--- config.mk ---
export PLATFORM = sky130hd
export DESIGN_NAME = agu_split_unit
export DESIGN_NICKNAME = d
export VERILOG_FILES = /design/src/rtl/agu_split_unit.sv
export SDC_FILE = /design/constraint.sdc
export NUM_CORES = 1
export LEC_CHECK = 0
export CAP_MARGIN = 20
export CORE_MARGIN = 2
export CORE_UTILIZATION = 35
export DETAILED_ROUTE_END_ITERATION = 8
export PLACE_DENSITY_LB_ADDON = 0.12
export SETUP_SLACK_MARGIN = 0.4
export SLEW_MARGIN = 20
export SYNTH_ARGS = -nofsm -noshare
export SYNTH_HDL_FRONTEND = slang
export SYNTH_SLANG_ARGS = --single-unit
--- constraint.sdc ---
create_clock -name clk -period 7.7 [get_ports clk]
set_clock_uncertainty 0.2 [all_clocks]
set_input_delay 1.925 -clock clk [delete_from_list [all_inputs] [get_ports clk]]
set_output_delay 1.925 -clock clk [all_outputs]
set_load 0.05 [all_outputs]
--- src/rtl/agu_split_unit.sv ---
// rtl/agu_split_unit.sv - address generation unit with line-crossing split into two aligned beats
module agu_split_unit #(
  parameter int         XLEN     = 32,
  parameter int         TAG_W    = 6,
  parameter int         RD_W     = 7,
  parameter bit         SPLIT_EN = 1'b1,
  parameter logic [3:0] NI_BASE  = 4'hC,
  localparam int        NB       = XLEN / 8,
  localparam int        OFF_W    = $clog2(NB)
) (
  input  logic             clk,
  input  logic             rst,
  input  logic             flush,
  input  logic             in_valid,
  output logic             in_ready,
  input  logic [XLEN-1:0]  in_base,
  input  logic [XLEN-1:0]  in_imm,
  input  logic [XLEN-1:0]  in_wdata,
  input  logic [1:0]       in_size,
  input  logic             in_is_store,
  input  logic             in_unsigned,
  input  logic [RD_W-1:0]  in_rd,
  input  logic [TAG_W-1:0] in_tag,
  output logic             out_valid,
  input  logic             out_ready,
  output logic [XLEN-1:0]  out_addr,
  output logic [OFF_W-1:0] out_off,
  output logic [NB-1:0]    out_mask,
  output logic [XLEN-1:0]  out_wdata,
  output logic [1:0]       out_size,
  output logic             out_is_store,
  output logic             out_unsigned,
  output logic [RD_W-1:0]  out_rd,
  output logic [TAG_W-1:0] out_tag,
  output logic             out_split,
  output logic             out_last,
  output logic             out_exc,
  output logic             out_non_idem
);

  localparam logic [1:0] IDLE   = 2'd0;
  localparam logic [1:0] HOLD   = 2'd1;
  localparam logic [1:0] SECOND = 2'd2;

  logic [1:0]        state;
  logic [XLEN-1:0]   f_addr, f_addr0, f_addr1;
  logic [OFF_W-1:0]  f_off;
  logic [3:0]        f_w;
  logic [4:0]        f_end;
  logic              f_cross, f_bad, f_ni0, f_ni1, f_exc, f_split;
  logic [2*NB-1:0]   f_ones, f_mask_w;
  logic [2*XLEN-1:0] f_data_w;
  logic [XLEN-1:0]   b1_addr, b1_wdata;
  logic [NB-1:0]     b1_mask;
  logic              b1_ni;
  logic              accept;

  // Shifting into a double-width vector yields beat0 in the low half and beat1 in the high half.
  always_comb begin
    f_addr  = in_base + in_imm;
    f_off   = f_addr[OFF_W-1:0];
    f_addr0 = f_addr & ~XLEN'(NB - 1);
    f_addr1 = f_addr0 + XLEN'(NB);
    f_w     = 4'd1 << in_size;
    f_end   = 5'(f_off) + 5'(f_w);
    f_cross = f_end > 5'(NB);
    f_bad   = (XLEN == 32) && (in_size == 2'd3);
    f_ni0   = f_addr0[XLEN-1 -: 4] == NI_BASE;
    f_ni1   = f_addr1[XLEN-1 -: 4] == NI_BASE;
    f_exc   = f_bad || (f_cross && (!SPLIT_EN || f_ni0));
    f_split = f_cross && !f_exc;
    case (in_size)
      2'd0:    f_ones = (2*NB)'(8'h01);
      2'd1:    f_ones = (2*NB)'(8'h03);
      2'd2:    f_ones = (2*NB)'(8'h0F);
      default: f_ones = (2*NB)'(8'hFF);
    endcase
    f_mask_w = f_exc ? '0 : (f_ones << f_off);
    f_data_w = f_exc ? '0 : ({{XLEN{1'b0}}, in_wdata} << {f_off, 3'b000});
  end

  assign out_valid = (state != IDLE);
  assign in_ready  = !rst && !flush && ((state == IDLE) || (out_ready && out_last));
  assign accept    = in_valid && in_ready;

  always_ff @(posedge clk) begin
    if (rst) begin
      state        <= IDLE;
      out_addr     <= '0;
      out_off      <= '0;
      out_mask     <= '0;
      out_wdata    <= '0;
      out_size     <= '0;
      out_is_store <= 1'b0;
      out_unsigned <= 1'b0;
      out_rd       <= '0;
      out_tag      <= '0;
      out_split    <= 1'b0;
      out_last     <= 1'b0;
      out_exc      <= 1'b0;
      out_non_idem <= 1'b0;
      b1_addr      <= '0;
      b1_mask      <= '0;
      b1_wdata     <= '0;
      b1_ni        <= 1'b0;
    end else if (flush) begin
      state <= IDLE;
    end else if (state == IDLE || out_ready) begin
      if (state == HOLD && out_split && !out_last) begin
        state        <= SECOND;
        out_addr     <= b1_addr;
        out_mask     <= b1_mask;
        out_wdata    <= b1_wdata;
        out_non_idem <= b1_ni;
        out_last     <= 1'b1;
      end else if (accept) begin
        state        <= HOLD;
        out_addr     <= f_addr0;
        out_off      <= f_off;
        out_mask     <= f_mask_w[NB-1:0];
        out_wdata    <= f_data_w[XLEN-1:0];
        out_size     <= in_size;
        out_is_store <= in_is_store;
        out_unsigned <= in_unsigned;
        out_rd       <= in_rd;
        out_tag      <= in_tag;
        out_split    <= f_split;
        out_last     <= !f_split;
        out_exc      <= f_exc;
        out_non_idem <= f_ni0;
        b1_addr      <= f_addr1;
        b1_mask      <= f_mask_w[2*NB-1:NB];
        b1_wdata     <= f_data_w[2*XLEN-1:XLEN];
        b1_ni        <= f_ni1;
      end else begin
        state <= IDLE;
      end
    end
  end

endmodule

==> impl_metrics.env <==
export IMPL_synth_compound_area_frac=0.263
export IMPL_holdWs_ns=0.253
export IMPL_critical_path_arrival_ns=6.26
export IMPL_clk_insertion_delay_late_ns=0.42
export IMPL_synth_top_family_by_area="compound AO/OA/AOI/OAI gates"
export IMPL_fp_coreArea_um2=25100
export IMPL_critPathMaxFanout=14
export IMPL_synth_simple_area_share=0.219
export IMPL_max_stage_delay_ns=0.76
export IMPL_cap_violations=0
export IMPL_grt_pass1_wl_um=43600
export IMPL_tns_ns=0
export IMPL_pwr_share_comb=0.275
export IMPL_rsz0062_at_grt="no"
export IMPL_drt_iter0_drc=569
export IMPL_synth_seq_area_share=0.336
export IMPL_cts_setup_buffers=0
export IMPL_finalPower_w=0.00232
export IMPL_start_util=0.356
export IMPL_end_kind="flip-flop"
export IMPL_cp_start_kind="input port"
export IMPL_required_ns=7.79
export IMPL_route_detailed_drc=0
export IMPL_critPathBufInv=1
export IMPL_crit_path_top_delay_cell="o31ai_4"
export IMPL_layout_commonest_cell="clkdlybuf4s50_1"
export IMPL_pwr_share_seq=0.355
export IMPL_hold_buffers=0
export IMPL_tightestPinTransition_ns=0.887
export IMPL_path_class="input port to flip-flop"
export IMPL_period_minus_slack_ns=6.17
export IMPL_p_leak_nw=4.19
export IMPL_antenna_found_initial=0
export IMPL_num_io_pins=211
export IMPL_areaGrowthSynthToFinish_pct=31.7
export IMPL_hold_depth=2
export IMPL_drive_above_1_share=0.0822
export IMPL_yosysWarningCount=0
export IMPL_nets=1419
export IMPL_grt_pass1_vias=8166
export IMPL_post_synth_cell_area_avg_um2=8.03
export IMPL_firstDrtPassIters=5
export IMPL_worstPathCellList="clkdlybuf4s50_1 -> ha_1 -> fa_1 -> a211oi_2 -> o21ai_2 -> nand3_1 -> nand3_1 -> and2_1 -> a211oi_1 -> o211ai_1 -> o31ai_4 -> nor2_2 -> a222oi_1 -> nor2_1"
export IMPL_vias_per_cell=5.43
export IMPL_final_seq_area_um2=3000
export IMPL_p_per_area_nw_per_um2=197
export IMPL_hold_viol=0
export IMPL_yosys_mux_area_fraction=0.0347
export IMPL_clk_pin_slew_ns=0.06
export IMPL_finalMaxSlewViolations=0
export IMPL_num_rows=58
export IMPL_clock_sinks=150
export IMPL_setup_viol=0
export IMPL_yosys_area_share_adder=0.0521
export IMPL_critPathMostFrequentCell="nand3_1"
export IMPL_synth_ff_type="dfxtp_1"
export IMPL_routabilityCongestion=0.845
export IMPL_cts_buffers=17
export IMPL_synth_seq_cells=150
export IMPL_worstRegToRegCells=10
export IMPL_p_sw_w=0.000745
export IMPL_layout_common_cells="clkdlybuf4s50_1 (207), nor2_1 (154), dfxtp_1 (150), nand2_1 (148), a21oi_1 (82)"
export IMPL_grt_usage=0.205
export IMPL_vias=8725
export IMPL_netlist_area_um2=8930
export IMPL_h_tree_depth=4
export IMPL_grt_max_degree=64
export IMPL_hp_class="flip-flop to flip-flop"
export IMPL_path_depth=14
export IMPL_ant_nets=0
export IMPL_dieArea_um2=26800
export IMPL_ys_async_sr_fraction=0
export IMPL_startpoint="in_base[0]"
export IMPL_die_x_um=164
export IMPL_r2r_start="state[0]$_SDFFE_PP0P_"
export IMPL_clk_path_buf_depth=2
export IMPL_outcome="finished clean"
export IMPL_wl_um=27800
export IMPL_cts_root_buf="clkbuf_16"
export IMPL_synth_distinct_cells=86
export IMPL_nFillCells=2529
export IMPL_fp_dieH_um=164
export IMPL_port_buffers=208
export IMPL_synth_top_cell_by_area="dfxtp_1"
export IMPL_post_cts_resized=0
export IMPL_crit_family="compound AO/OA/AOI/OAI gates"
export IMPL_min_from="b1_addr[2]$_SDFFE_PP0P_"
export IMPL_max_vdd_ir_drop_uv=161
export IMPL_min_period_over_period=0.801
export IMPL_multi_input_comb_area_um2=5560
export IMPL_cts_tree="done"
export IMPL_synthCells=1113
export IMPL_antenna_diode_count=0
export IMPL_synth_edf_count=0
export IMPL_internal_power_w=0.00157
export IMPL_clkPwrFrac=0.370
export IMPL_max_freq_mhz=162
export IMPL_grt_overflow_total=0
export IMPL_synth_xor_area_frac=0.0500
export IMPL_synth_top_area_frac=0.336
export IMPL_dpl_hpwl_um=20100
export IMPL_switching_share=0.322
export IMPL_synth_area_top_cells="dfxtp_1 (34%), nor2_1 (6.5%), nand2_1 (6.3%)"
export IMPL_relSlewSlack=0.404
export IMPL_wl_per_cell_um=17.3
-- path summary, 6_finish.rpt --
check                               endpoint  slack [ns]
setup / recovery  out_wdata[17]$_SDFFE_PP0P_        1.53
hold / removal       b1_addr[2]$_SDFFE_PP0P_        0.25
setup reg to reg  out_wdata[25]$_SDFFE_PP0P_        4.72
hold reg to reg      b1_addr[2]$_SDFFE_PP0P_        0.25
-- power by group through the flow --
stage	logic (W)	registers [W]	clock network (W)
3_5_place_dp	0.000635	0.000839	0
6_report	0.000637	0.000822	0.000857
2_1_floorplan	0.000383	0.000893	0
5_1_grt	0.000698	0.000825	0.000910
3_3_place_gp	0.000634	0.000839	0
4_1_cts	0.000638	0.000822	0.000873
-- cells in the mapped netlist (8+ instances only) --
master / count
a21oi_1: 83
nand4_1: 8
a21o_1: 9
xnor2_1: 32
a211oi_1: 35
and2_1: 9
nor2_1: 154
a22oi_1: 10
dfxtp_1: 150
or3_1: 8
o211ai_1: 13
a222oi_1: 8
a221oi_1: 22
clkbuf_1: 62
a22o_1: 24
ha_1: 34
nor3_1: 21
buf_2: 13
inv_1: 10
o21ai_0: 47
mux2_2: 24
nand3_1: 25
xor2_1: 19
a311oi_1: 22
nand2_1: 149
-- layer usage --
layer  wire, µm  global-route usage
met3       1200              0.0328
met1      12900               0.274
met5          0                   0
met4        415              0.0554
met2      13300               0.342
-- worst register-to-register path: stages, from the launching register on --
cell,delay (ns)
dfxtp_1,0.37
nor2_1,0.09
a21oi_1,0.12
nor3_1,0.10
nand2_2,0.16
buf_4,0.56
a21o_1,0.45
buf_4,0.47
nand2_1,0.17
o41a_1,0.13
nor2_1,0.11
-- cell type report --
type                    instances  share of cell area
multi-input cells             868               0.472
flip-flops and latches        150               0.255
repair buffers                217               0.182
clock buffers                  18              0.0365
well taps                     330              0.0351
clock inverters                14              0.0148
inverters                      11             0.00351
-- cell families (layout without fill, tap and decap cells) --
| logic type | after synthesis | count (layout) |
|---|---|---|
| simple gates | 425 | 425 |
| compound gates | 326 | 326 |
| flops | 150 | 150 |
| buf+inv | 96 | 260 |
| xor+xnor | 51 | 51 |
| fa+ha+maj | 36 | 36 |
| mux | 28 | 28 |
| other cells | 1 | 2 |
-- stage by stage --
stage,setup WS (ns),util,cell area (µm²),std cells
floorplan,2.33,-,8940,1114
global placement,1.29,0.445,11200,1576
detailed placement,1.17,0.445,11200,1576
CTS,1.61,0.469,11800,1608
global route,1.23,0.469,11800,1608
finish,1.53,0.469,11800,1608
-- state kept, by name, summed over array words and instances, names as in the netlist --
register and flops:
out_unsigned 1, out_rd 7, out_off 2, out_wdata 32
out_is_store 1, out_exc 1, state 2, out_mask 4
b1_addr 30, b1_wdata 24, b1_ni 1, out_size 2
out_last 1, b1_mask 4, out_non_idem 1, out_tag 6
out_addr 30, out_split 1
(Power assumes the default switching activity.)
